File: config.mk
export PLATFORM = sky130hd
export DESIGN_NAME = out_uart_tx
export DESIGN_NICKNAME = d
export VERILOG_FILES = /design/src/rtl/out_uart_tx.sv
export SDC_FILE = /design/constraint.sdc
export NUM_CORES = 1
export LEC_CHECK = 0
export ABC_CLOCK_PERIOD_IN_PS = 6700
export BUFFER_PORTS_ARGS = -buffer_cell sky130_fd_sc_hd__buf_2
export CAP_MARGIN = 20
export CORE_UTILIZATION = 51
export CTS_BUF_LIST = sky130_fd_sc_hd__clkbuf_16
export DETAILED_ROUTE_END_ITERATION = 7
export GPL_TIMING_DRIVEN = 0
export PLACE_DENSITY = 0.71
export SETUP_SLACK_MARGIN = 0.02
export SYNTH_ARGS = -nofsm -noshare
export SYNTH_HDL_FRONTEND = slang
export SYNTH_SLANG_ARGS = --single-unit
File: constraint.sdc
create_clock -name clk -period 6.7 [get_ports clk]
set_input_delay 0.67 -clock clk [delete_from_list [all_inputs] [get_ports clk]]
set_output_delay 0.67 -clock clk [all_outputs]
set_load 0.1 [all_outputs]
File: src/rtl/out_uart_tx.sv
// -----------------------------------------------------------------------------
// out_uart_tx
//
// Output-side peripheral that sits behind the core's output port. Every 16-bit
// word the core writes is buffered in a small FIFO and sent on a UART TX line,
// 8N1, as two bytes: high byte first, then low byte. Once the core halts, the
// drained flag reports that every buffered word has left the line.
//
// Parameters
//   CLKS_PER_BIT : clock cycles per UART bit (2..65535)
//   FIFO_DEPTH   : number of buffered 16-bit words (power of two, 2..64)
//
// Ports
//   clk        in   system clock, rising edge
//   reset      in   asynchronous, active-high reset
//   out_en     in   core output strobe, one word per cycle while high
//   out_dat    in   core output word, valid when out_en=1
//   is_halt    in   core halted (level)
//   tx         out  UART serial line, idle high, driven from a flop
//   busy       out  serialiser is sending a frame (not IDLE)
//   fifo_count out  words currently buffered
//   overflow   out  sticky: a write was dropped because the FIFO was full
//   drained    out  is_halt=1, FIFO empty and serialiser idle
// -----------------------------------------------------------------------------
module out_uart_tx #(
  parameter int CLKS_PER_BIT = 434,
  parameter int FIFO_DEPTH   = 8
) (
  input  logic                              clk,
  input  logic                              reset,
  input  logic                              out_en,
  input  logic [15:0]                       out_dat,
  input  logic                              is_halt,
  output logic                              tx,
  output logic                              busy,
  output logic [$clog2(FIFO_DEPTH+1)-1:0]   fifo_count,
  output logic                              overflow,
  output logic                              drained
);

  localparam int CNT_W = $clog2(CLKS_PER_BIT);
  localparam int PTR_W = $clog2(FIFO_DEPTH);
  localparam int CW    = $clog2(FIFO_DEPTH + 1);

  localparam logic [CNT_W-1:0] BAUD_LAST = CNT_W'(CLKS_PER_BIT - 1);
  localparam logic [CW-1:0]    DEPTH_C   = CW'(FIFO_DEPTH);

  typedef enum logic [1:0] {
    IDLE  = 2'd0,
    START = 2'd1,
    DATA  = 2'd2,
    STOP  = 2'd3
  } state_e;

  // ---------------------------------------------------------------------------
  // State
  // ---------------------------------------------------------------------------
  state_e             state_q,    state_d;
  logic [CNT_W-1:0]   baud_q,     baud_d;
  logic [2:0]         bit_q,      bit_d;
  logic               hi_lo_q,    hi_lo_d;    // 0 = high byte, 1 = low byte
  logic [15:0]        hold_q,     hold_d;     // word being serialised
  logic               tx_q,       tx_d;
  logic               busy_q,     busy_d;
  logic [PTR_W-1:0]   rd_ptr_q,   rd_ptr_d;
  logic [PTR_W-1:0]   wr_ptr_q,   wr_ptr_d;
  logic [CW-1:0]      count_q,    count_d;
  logic               overflow_q, overflow_d;

  logic [15:0]        fifo_mem [FIFO_DEPTH];

  logic               pop;
  logic               push;
  logic               bit_end;
  logic [7:0]         tx_byte;

  // ---------------------------------------------------------------------------
  // Next-state logic
  // ---------------------------------------------------------------------------
  always_comb begin
    // NOTE: every signal written here gets a default first, so no path leaves
    // a value unassigned and no latch is inferred.
    state_d    = state_q;
    baud_d     = baud_q;
    bit_d      = bit_q;
    hi_lo_d    = hi_lo_q;
    hold_d     = hold_q;
    rd_ptr_d   = rd_ptr_q;
    wr_ptr_d   = wr_ptr_q;
    count_d    = count_q;
    overflow_d = overflow_q;
    pop        = 1'b0;
    push       = 1'b0;

    bit_end = (baud_q == BAUD_LAST);

    // Serialiser. The baud counter restarts on every bit transition so each
    // level on the line lasts exactly CLKS_PER_BIT cycles.
    unique case (state_q)
      IDLE: begin
        // Pop in the same cycle IDLE sees a non-empty FIFO; the start bit
        // appears on the line the very next cycle.
        if (count_q != '0) begin
          pop     = 1'b1;
          hold_d  = fifo_mem[rd_ptr_q];
          hi_lo_d = 1'b0;
          baud_d  = '0;
          state_d = START;
        end
      end

      START: begin
        if (bit_end) begin
          baud_d  = '0;
          bit_d   = 3'd0;
          state_d = DATA;
        end else begin
          baud_d = baud_q + 1'b1;
        end
      end

      DATA: begin
        if (bit_end) begin
          baud_d = '0;
          if (bit_q == 3'd7) begin
            state_d = STOP;
          end else begin
            bit_d = bit_q + 3'd1;
          end
        end else begin
          baud_d = baud_q + 1'b1;
        end
      end

      STOP: begin
        if (bit_end) begin
          baud_d = '0;
          if (!hi_lo_q) begin
            // Low byte follows straight on, with no idle gap.
            hi_lo_d = 1'b1;
            state_d = START;
          end else begin
            state_d = IDLE;
          end
        end else begin
          baud_d = baud_q + 1'b1;
        end
      end

      default: state_d = IDLE;
    endcase

    // FIFO. A write into a full FIFO still fits when the head leaves in the
    // same cycle; otherwise it is dropped and flagged.
    push       = out_en && ((count_q != DEPTH_C) || pop);
    overflow_d = overflow_q | (out_en & ~push);

    if (push) wr_ptr_d = wr_ptr_q + 1'b1;   // power-of-two depth: natural wrap
    if (pop)  rd_ptr_d = rd_ptr_q + 1'b1;

    unique case ({push, pop})
      2'b10:   count_d = count_q + 1'b1;
      2'b01:   count_d = count_q - 1'b1;
      default: count_d = count_q;
    endcase

    // Line level is computed from the next state so that tx comes straight
    // out of a flop yet lines up with the state it belongs to.
    tx_byte = hi_lo_d ? hold_d[7:0] : hold_d[15:8];
    unique case (state_d)
      START:   tx_d = 1'b0;
      DATA:    tx_d = tx_byte[bit_d];
      default: tx_d = 1'b1;              // IDLE and STOP
    endcase

    busy_d = (state_d != IDLE);
  end

  // ---------------------------------------------------------------------------
  // Registers
  // ---------------------------------------------------------------------------
  // NOTE: sequential state uses non-blocking assignments only, so every flop
  // samples the pre-edge values computed above regardless of statement order.
  always_ff @(posedge clk or posedge reset) begin
    if (reset) begin
      state_q    <= IDLE;
      baud_q     <= '0;
      bit_q      <= 3'd0;
      hi_lo_q    <= 1'b0;
      hold_q     <= 16'h0000;
      tx_q       <= 1'b1;
      busy_q     <= 1'b0;
      rd_ptr_q   <= '0;
      wr_ptr_q   <= '0;
      count_q    <= '0;
      overflow_q <= 1'b0;
    end else begin
      state_q    <= state_d;
      baud_q     <= baud_d;
      bit_q      <= bit_d;
      hi_lo_q    <= hi_lo_d;
      hold_q     <= hold_d;
      tx_q       <= tx_d;
      busy_q     <= busy_d;
      rd_ptr_q   <= rd_ptr_d;
      wr_ptr_q   <= wr_ptr_d;
      count_q    <= count_d;
      overflow_q <= overflow_d;
    end
  end

  // NOTE: the storage array has no reset; clearing the pointers and count
  // already discards its contents, and leaving it unreset lets it map to RAM.
  always_ff @(posedge clk) begin
    if (push) fifo_mem[wr_ptr_q] <= out_dat;
  end

  // ---------------------------------------------------------------------------
  // Outputs
  // ---------------------------------------------------------------------------
  assign tx         = tx_q;
  assign busy       = busy_q;
  assign fifo_count = count_q;
  assign overflow   = overflow_q;
  assign drained    = is_halt & (count_q == '0) & (state_q == IDLE);

endmodule

## After elaboration in Yosys (flattened, before gate mapping)

Memories as Yosys holds them, arrays and structs flattened.
Index checks and enable logic that the tools add are counted.

| storage, ports and cells | value |
|---|---|
| input port bits | 20 |
| memories kept | 1 |
| register bits | 44 |
| output and inout bits | 8 |
| word-level logic and storage cells | 71 |
| memory bits (writable) | 128 |

| operators by class | value |
|---|---|
| bitwise logic cells | 5 |
| equality and inequality tests | 11 |
| muxes and demuxes | 28 |
| reduce and logical (&&, ||, !) cells | 8 |
| $lt $le $gt $ge | 1 |
| $add $sub $neg | 6 |

Memories:

| name | words | width | rd ports | clocked after Yosys merged registers in | wr ports | RTL line | source |
|---|---|---|---|---|---|---|---|
| fifo_mem | 8 | 16 | 1 | 0 | 1 | 70 | `logic [15:0] fifo_mem [FIFO_DEPTH];` |

Operators by type and width:

| kind | count |
|---|---|
| $mux W16 | 2 |
| $mux W9 | 2 |
| $pmux W9 S2 | 1 |
| $mux W2 | 5 |
| $add A3 B1 Y3 const B | 3 |
| $add A9 B1 Y9 const B | 1 |
| $eq A9 B9 Y1 const B | 1 |
| $mux W3 | 3 |
| $eq A2 B2 Y1 const B | 4 |
| $mux W1 | 8 |
| $mux W8 | 1 |
| $pmux W2 S4 | 1 |
| $pmux W4 S2 | 1 |
| $eq A2 B1 Y1 const B | 3 |
| $pmux W3 S2 | 1 |
| $add A4 B1 Y4 const B | 1 |
| $logic_not A4 Y1 | 1 |
| $lt A3 B4 Y1 const B | 1 |
| $ne A4 B4 Y1 const B | 1 |
| $pmux W1 S2 | 2 |
| $reduce_bool A2 Y1 | 2 |
| $reduce_bool A4 Y1 | 1 |
| $sub A4 B1 Y4 const B | 1 |
| $and A1 B1 Y1 | 3 |
| 9 further kinds | 9 |

## Longest topological paths before layout

| logic depth | value |
|---|---|
| word-level depth | 8 |
| mapped depth | 12 |
| depth with buffers taken out | 11 |

## Least setup slack after synthesis

Ideal clock, no wire load.

| timing | value |
|---|---|
| path type | register to register |
| from | register count_q[0] (netlist: fifo_count[0]) |
| to | memory fifo_mem[0][0], enable pin |
| setup slack | 3584 ps |
| required time | 6291 ps |
| clock period less this slack | 3116 ps |
| buffers on the path | 0 |
| data arrival time | 2707 ps |
| stages on the path, launching flop included | 6 |
| library setup time | 409 ps |
| cell sequence | dfrtp_1 > nor3_1 > nand3b_1 > and2_1 > nand2b_1 > nor3_1 |

| on the way | value |
|---|---|
| longest elaborated chain between the ends | 7 |
| elaborated cells between the ends (all ways) | 8 |
| classes of those cells | eq/ne: 1; mux: 4; reduce/logical: 3 |

Ends and longest elaborated chain:

| item | RTL line | source |
|---|---|---|
| start, declared | 67 | `logic [CW-1:0] count_q, count_d;` |
| start signal, assigned | 207 | `count_q <= count_d;` |
| $reduce_bool A4 Y1 | 103 | `if (count_q != '0) begin` |
| $mux W1 | 103 |  |
| $mux W1 | 99 | `unique case (state_q)` |
| $logic_or A1 B1 Y1 (*) | 155 | `push = out_en && ((count_q != DEPTH_C) \|\| pop);` |
| $logic_and A1 B1 Y1 (*) | 155 |  |
| $mux W1 (*) | 215 | `if (push) fifo_mem[wr_ptr_q] <= out_dat;` |
| $mux W1 (not written as such) (*) | 215 |  |
| end, declared | 70 |  |

Mark *: on every way between the ends. The rest lies on a longest branch, timed or not.

## Worst setup path after layout

| timing | value |
|---|---|
| from | register state_q[1] |
| to | register count_q[3] (netlist: fifo_count[3]) |

| on the way | value |
|---|---|
| longest elaborated chain between the ends | 6 |
| elaborated cells between the ends (all ways) | 8 |
| classes of those cells | eq/ne: 2; mux: 2; reduce/logical: 4 |

Ends and longest elaborated chain:

| item | RTL line | source |
|---|---|---|
| start, declared | 58 | `state_e state_q, state_d;` |
| start signal, assigned | 198 | `state_q <= state_d;` |
| $logic_not A2 Y1 (*) | 99 |  |
| $mux W1 (*) | 99 |  |
| $logic_or A1 B1 Y1 | 155 |  |
| $logic_and A1 B1 Y1 | 155 |  |
| $eq A2 B1 Y1 or $eq A2 B2 Y1 (tied branches) | 161 | `unique case ({push, pop})` |
| $pmux W4 S2 or $reduce_bool A2 Y1 (tied branches) | -- |  |

Marked as above.
A chain may end at the register's enable or synchronous reset.

==> impl_metrics.xml <==
<?xml version="1.0" encoding="UTF-8"?>
<metrics>
  <group name="logic_synthesis">
    <metric name="synth_common_cells" unit="">edfxtp_1 (128), dfrtp_1 (43), nand2_1 (42), mux4_2 (32), nor2_1 (24)</metric>
    <metric name="synthArstFlopShare" unit="%">25.58</metric>
    <metric name="ys.warnings.count" unit="">0</metric>
    <metric name="synth_enable_flop_cells" unit="">128</metric>
    <metric name="synth_top_area_share" unit="%">53.93</metric>
    <metric name="synth_sequential_area_ratio" unit="%">69.40</metric>
    <metric name="dominantRegCellSynth" unit="">edfxtp_1</metric>
    <metric name="ys_seq_elements" unit="">172</metric>
    <metric name="yosysMostFrequentCell" unit="">edfxtp_1</metric>
    <metric name="synth_nets" unit="">463</metric>
    <metric name="synthCells" unit="">430</metric>
    <metric name="synth_area_leaders" unit="">edfxtp_1 (54%), dfrtp_1 (15%), mux4_2 (10%), mux2i_1 (2.8%), nand2_1 (2.2%)</metric>
    <metric name="yosys.cell_types.count" unit="">55</metric>
    <metric name="post-synth-top-area-cell" unit="">edfxtp_1</metric>
    <metric name="per_instance_average_area_after_synthesis" unit="sq um">16.57</metric>
    <metric name="synth_area" unit="sq um">7127</metric>
  </group>
  <group name="pwr">
    <metric name="final_total_pwr" unit="mW">2.736</metric>
    <metric name="power-per-cell-area" unit="nW/um^2">332.1</metric>
    <metric name="ir_worst_vdd" unit="uV">249.2</metric>
    <metric name="power.share.clock" unit="%">37.4</metric>
    <metric name="comb_power_share" unit="%">13.8</metric>
    <metric name="internal_power" unit="mW">2.013</metric>
    <metric name="leak_pwr" unit="nW">3.069</metric>
    <metric name="seq_pwr_share" unit="%">48.8</metric>
    <metric name="power.switching_fraction" unit="%">26.40</metric>
    <metric name="p_sw" unit="uW">722.1</metric>
  </group>
  <group name="global_route">
    <metric name="grt_start_max_net_pins" unit="">45</metric>
    <metric name="grt-ovfl-total" unit="">0</metric>
    <metric name="first_global_vias" unit="">4002</metric>
    <metric name="grt.total_usage" unit="%">20.66</metric>
    <metric name="grt.met2_usage" unit="%">33.94</metric>
    <metric name="grtUsageMet3" unit="%">5.849</metric>
    <metric name="globalRoute.busiestLayer" unit="">met2</metric>
    <metric name="grt_first_pass_wirelength" unit="um">21370</metric>
    <metric name="initial_antenna_violation_count" unit="">0</metric>
    <metric name="globalRouteMet1Util" unit="%">26.50</metric>
  </group>
  <group name="sta">
    <metric name="setup_violations_final" unit="">0</metric>
    <metric name="fin_setup_tns" unit="ps">0</metric>
    <metric name="slew_headroom" unit="%">38.22</metric>
    <metric name="final.setup.worst_slack" unit="ps">3734</metric>
    <metric name="fmaxAchievable" unit="MHz">337.1</metric>
    <metric name="grt_setup_unrepaired" unit="">no</metric>
    <metric name="final_period_minus_worst_setup_slack" unit="ps">2966</metric>
    <metric name="fin_worst_skew" unit="ps">12.84</metric>
    <metric name="finalHoldViolCount" unit="">0</metric>
    <metric name="tightest_slew" unit="ps">925.3</metric>
    <metric name="maxSlewViolCount" unit="">0</metric>
    <metric name="finalCritPeriodShare" unit="%">44.27</metric>
  </group>
  <group name="die">
    <metric name="die_area" unit="sq um">14450</metric>
    <metric name="core_area" unit="sq um">13450</metric>
    <metric name="die_height" unit="um">120.2</metric>
    <metric name="pin_count" unit="">28</metric>
    <metric name="initial_core_util" unit="%">52.98</metric>
    <metric name="die_x" unit="um">120.2</metric>
    <metric name="floorplan.rows" unit="">42</metric>
  </group>
  <group name="layout">
    <metric name="post_route_cells_drive_above_1_share" unit="%">26.01</metric>
    <metric name="flow.area_growth_from_synthesis" unit="%">15.57</metric>
    <metric name="final_nets" unit="">517</metric>
    <metric name="antenna_cells_inserted" unit="">0</metric>
  </group>
  <group name="detailed_routing">
    <metric name="avgViaCountPerCell" unit="">5.571</metric>
    <metric name="drt_drc_violations_left" unit="">0</metric>
    <metric name="num_vias" unit="">3744</metric>
    <metric name="ant_nets" unit="">0</metric>
    <metric name="detail_route.iter0.violations" unit="">303</metric>
    <metric name="first_pass_iters" unit="">6</metric>
    <metric name="wirelength" unit="um">13250</metric>
    <metric name="detail_route.wl_per_cell" unit="um">19.72</metric>
  </group>
  <group name="job">
    <metric name="maxCapViolCount" unit="">0</metric>
  </group>
  <group name="setup_path">
    <metric name="timing.rr.start" unit="">state_q[1]</metric>
    <metric name="slowest_stage" unit="">clkbuf_1</metric>
    <metric name="endpoint_kind_of_the_worst_setup_timing_path" unit="">register</metric>
    <metric name="critical_path_arrival" unit="ps">3310</metric>
    <metric name="critical_path_class" unit="">register to register</metric>
    <metric name="cp_slowest_stage_delay" unit="ps">410</metric>
    <metric name="critPathLaunchType" unit="">register</metric>
    <metric name="critical_path.startpoint" unit="">state_q[1]</metric>
    <metric name="cp_data_required_time" unit="ps">7040</metric>
    <metric name="path_max_fanout" unit="">10</metric>
    <metric name="cells_traversed_along_the_worst_timing_path" unit="">inv_1 -&gt; ha_1 -&gt; nor2b_1 -&gt; clkbuf_1 -&gt; nand2_1 -&gt; inv_1 -&gt; ha_1 -&gt; a21o_1 -&gt; a21oi_1 -&gt; nor3_1 -&gt; a21oi_1 -&gt; xnor2_1</metric>
  </group>
  <group name="placed_design">
    <metric name="place.port_buffers" unit="">27</metric>
    <metric name="globalplace.congestion" unit="">0.7668</metric>
    <metric name="dpl.hpwl" unit="um">8946</metric>
    <metric name="pre_cts_slack" unit="ps">3777</metric>
  </group>
  <group name="clock_tree">
    <metric name="cts.repair_timing.setup_buffer_count" unit="">0</metric>
    <metric name="clock-sinks" unit="">172</metric>
    <metric name="cts_buffer_depth" unit="">2</metric>
    <metric name="cts.htree.levels" unit="">4</metric>
    <metric name="clock-root-buffer" unit="">clkbuf_16</metric>
    <metric name="clk-insertion-delay-late" unit="ps">430</metric>
    <metric name="hold_buffer_count_at_cts" unit="">0</metric>
    <metric name="cts.repair.resized" unit="">0</metric>
    <metric name="tritoncts" unit="">yes</metric>
    <metric name="number_of_buffers_created_by_cts" unit="">17</metric>
    <metric name="clk_pin_slew_worst_paths" unit="ps">70</metric>
  </group>
  <group name="hold_path">
    <metric name="hp-class" unit="">input pin to asynchronous set/reset pin</metric>
  </group>
  <group name="outcome">
    <metric name="outcome" unit="">complete, no violations</metric>
  </group>
</metrics>
state kept, by name (all words and copies together) (netlist names), 2 cells and up:
name	cells
baud_q	9
state_q	2
bit_q	3
fifo_count	4
fifo_mem	128
hold_q	16
wr_ptr_q	3
rd_ptr_q	3
layer usage:
layer  up-vias  share of wire [%]
li1       1746                  -
met1      1905                 43
met2        80                 52
met3        13                3.9
met4         0                1.2
met5         -                  0
worst paths after layout:
kind	to	slack (ps)	cells after the start
worst max-delay path	fifo_count[3]	3730	12
worst min-delay path	hold_q[9]	450	2
worst max register to register	fifo_count[3]	3730	12
worst min register to register	overflow	480	1
max in group asynchronous	busy	5660	2
min in group clk	overflow	480	1
cell type report:
class | instances | area, sq um
Fill cell | 1001 | 5216
Sequential cell | 172 | 4946
Multi-Input combinational cell | 229 | 2068
Clock buffer | 17 | 425.4
Timing Repair Buffer | 35 | 247.7
Tap cell | 176 | 220.2
Clock inverter | 14 | 191.4
Buffer | 16 | 83.83
Inverter | 13 | 53.80
per-stage QoR:
step / std cells / hold slack, ps / cell area, sq um / util (%)
after floorplan: 430 / 450.1 / 7127 / -
after global placement: 633 / 454.5 / 7482 / 55.62
after detailed placement: 641 / 470.3 / 7620 / 56.64
after CTS: 672 / 468.3 / 8237 / 61.23
after global routing: 672 / 499.1 / 8237 / 61.23
final: 672 / 450.6 / 8237 / 61.23
layout by cell type (no fill, tap or decap), drive strengths merged, types with 2 or more instances in the layout:
cell / instances
bufinv: 4
nand2: 42
nor3: 6
clkbuf: 22
clkinv: 4
o22ai: 2
or3: 3
a21oi: 17
buf: 46
inv: 19
o21ai: 20
mux4: 32
and2: 3
nor2b: 2
nand3: 4
a41oi: 2
nand4: 2
xnor2: 6
nor4: 2
xor2: 5
and3: 2
edfxtp: 128
mux2i: 20
dfrtp: 43
nor2: 24
o211ai: 2
ha: 12
nand2b: 5
logic make-up (layout without fill, tap and decap cells):
kind of cell,Yosys count,after routing,synth area share [%]
AND/OR/NAND/NOR,99,99,6.935
AO/OA/AOI/OAI,54,54,5.074
multiplexers,52,52,12.92
XOR/XNOR,11,11,1.352
buffers and inverters,29,95,1.931
adder cells (fa/ha/maj),13,13,2.388
flip-flops,172,172,69.40
worst max-delay path: cells and delay by family (launching register included):
family,cells,cell delay [ps]
buffers and inverters,3,700
adder cells (fa/ha/maj),2,620
AND/OR/NAND/NOR,3,520
AO/OA/AOI/OAI,3,510
flip-flops,1,400
XOR/XNOR,1,130
power groups by stage:
| stage | logic [mW] | clock network (mW) | registers [mW] |
|---|---|---|---|
| finish | 0.377 | 1.02 | 1.33 |
| floorplan | 0.147 | 0 | 1.45 |
| detailed placement | 0.380 | 0 | 1.36 |
| global placement | 0.333 | 0 | 1.35 |
| global route | 0.403 | 1.08 | 1.34 |
| CTS | 0.384 | 1.04 | 1.33 |
Note: power is estimated with default switching activity, not from simulation.
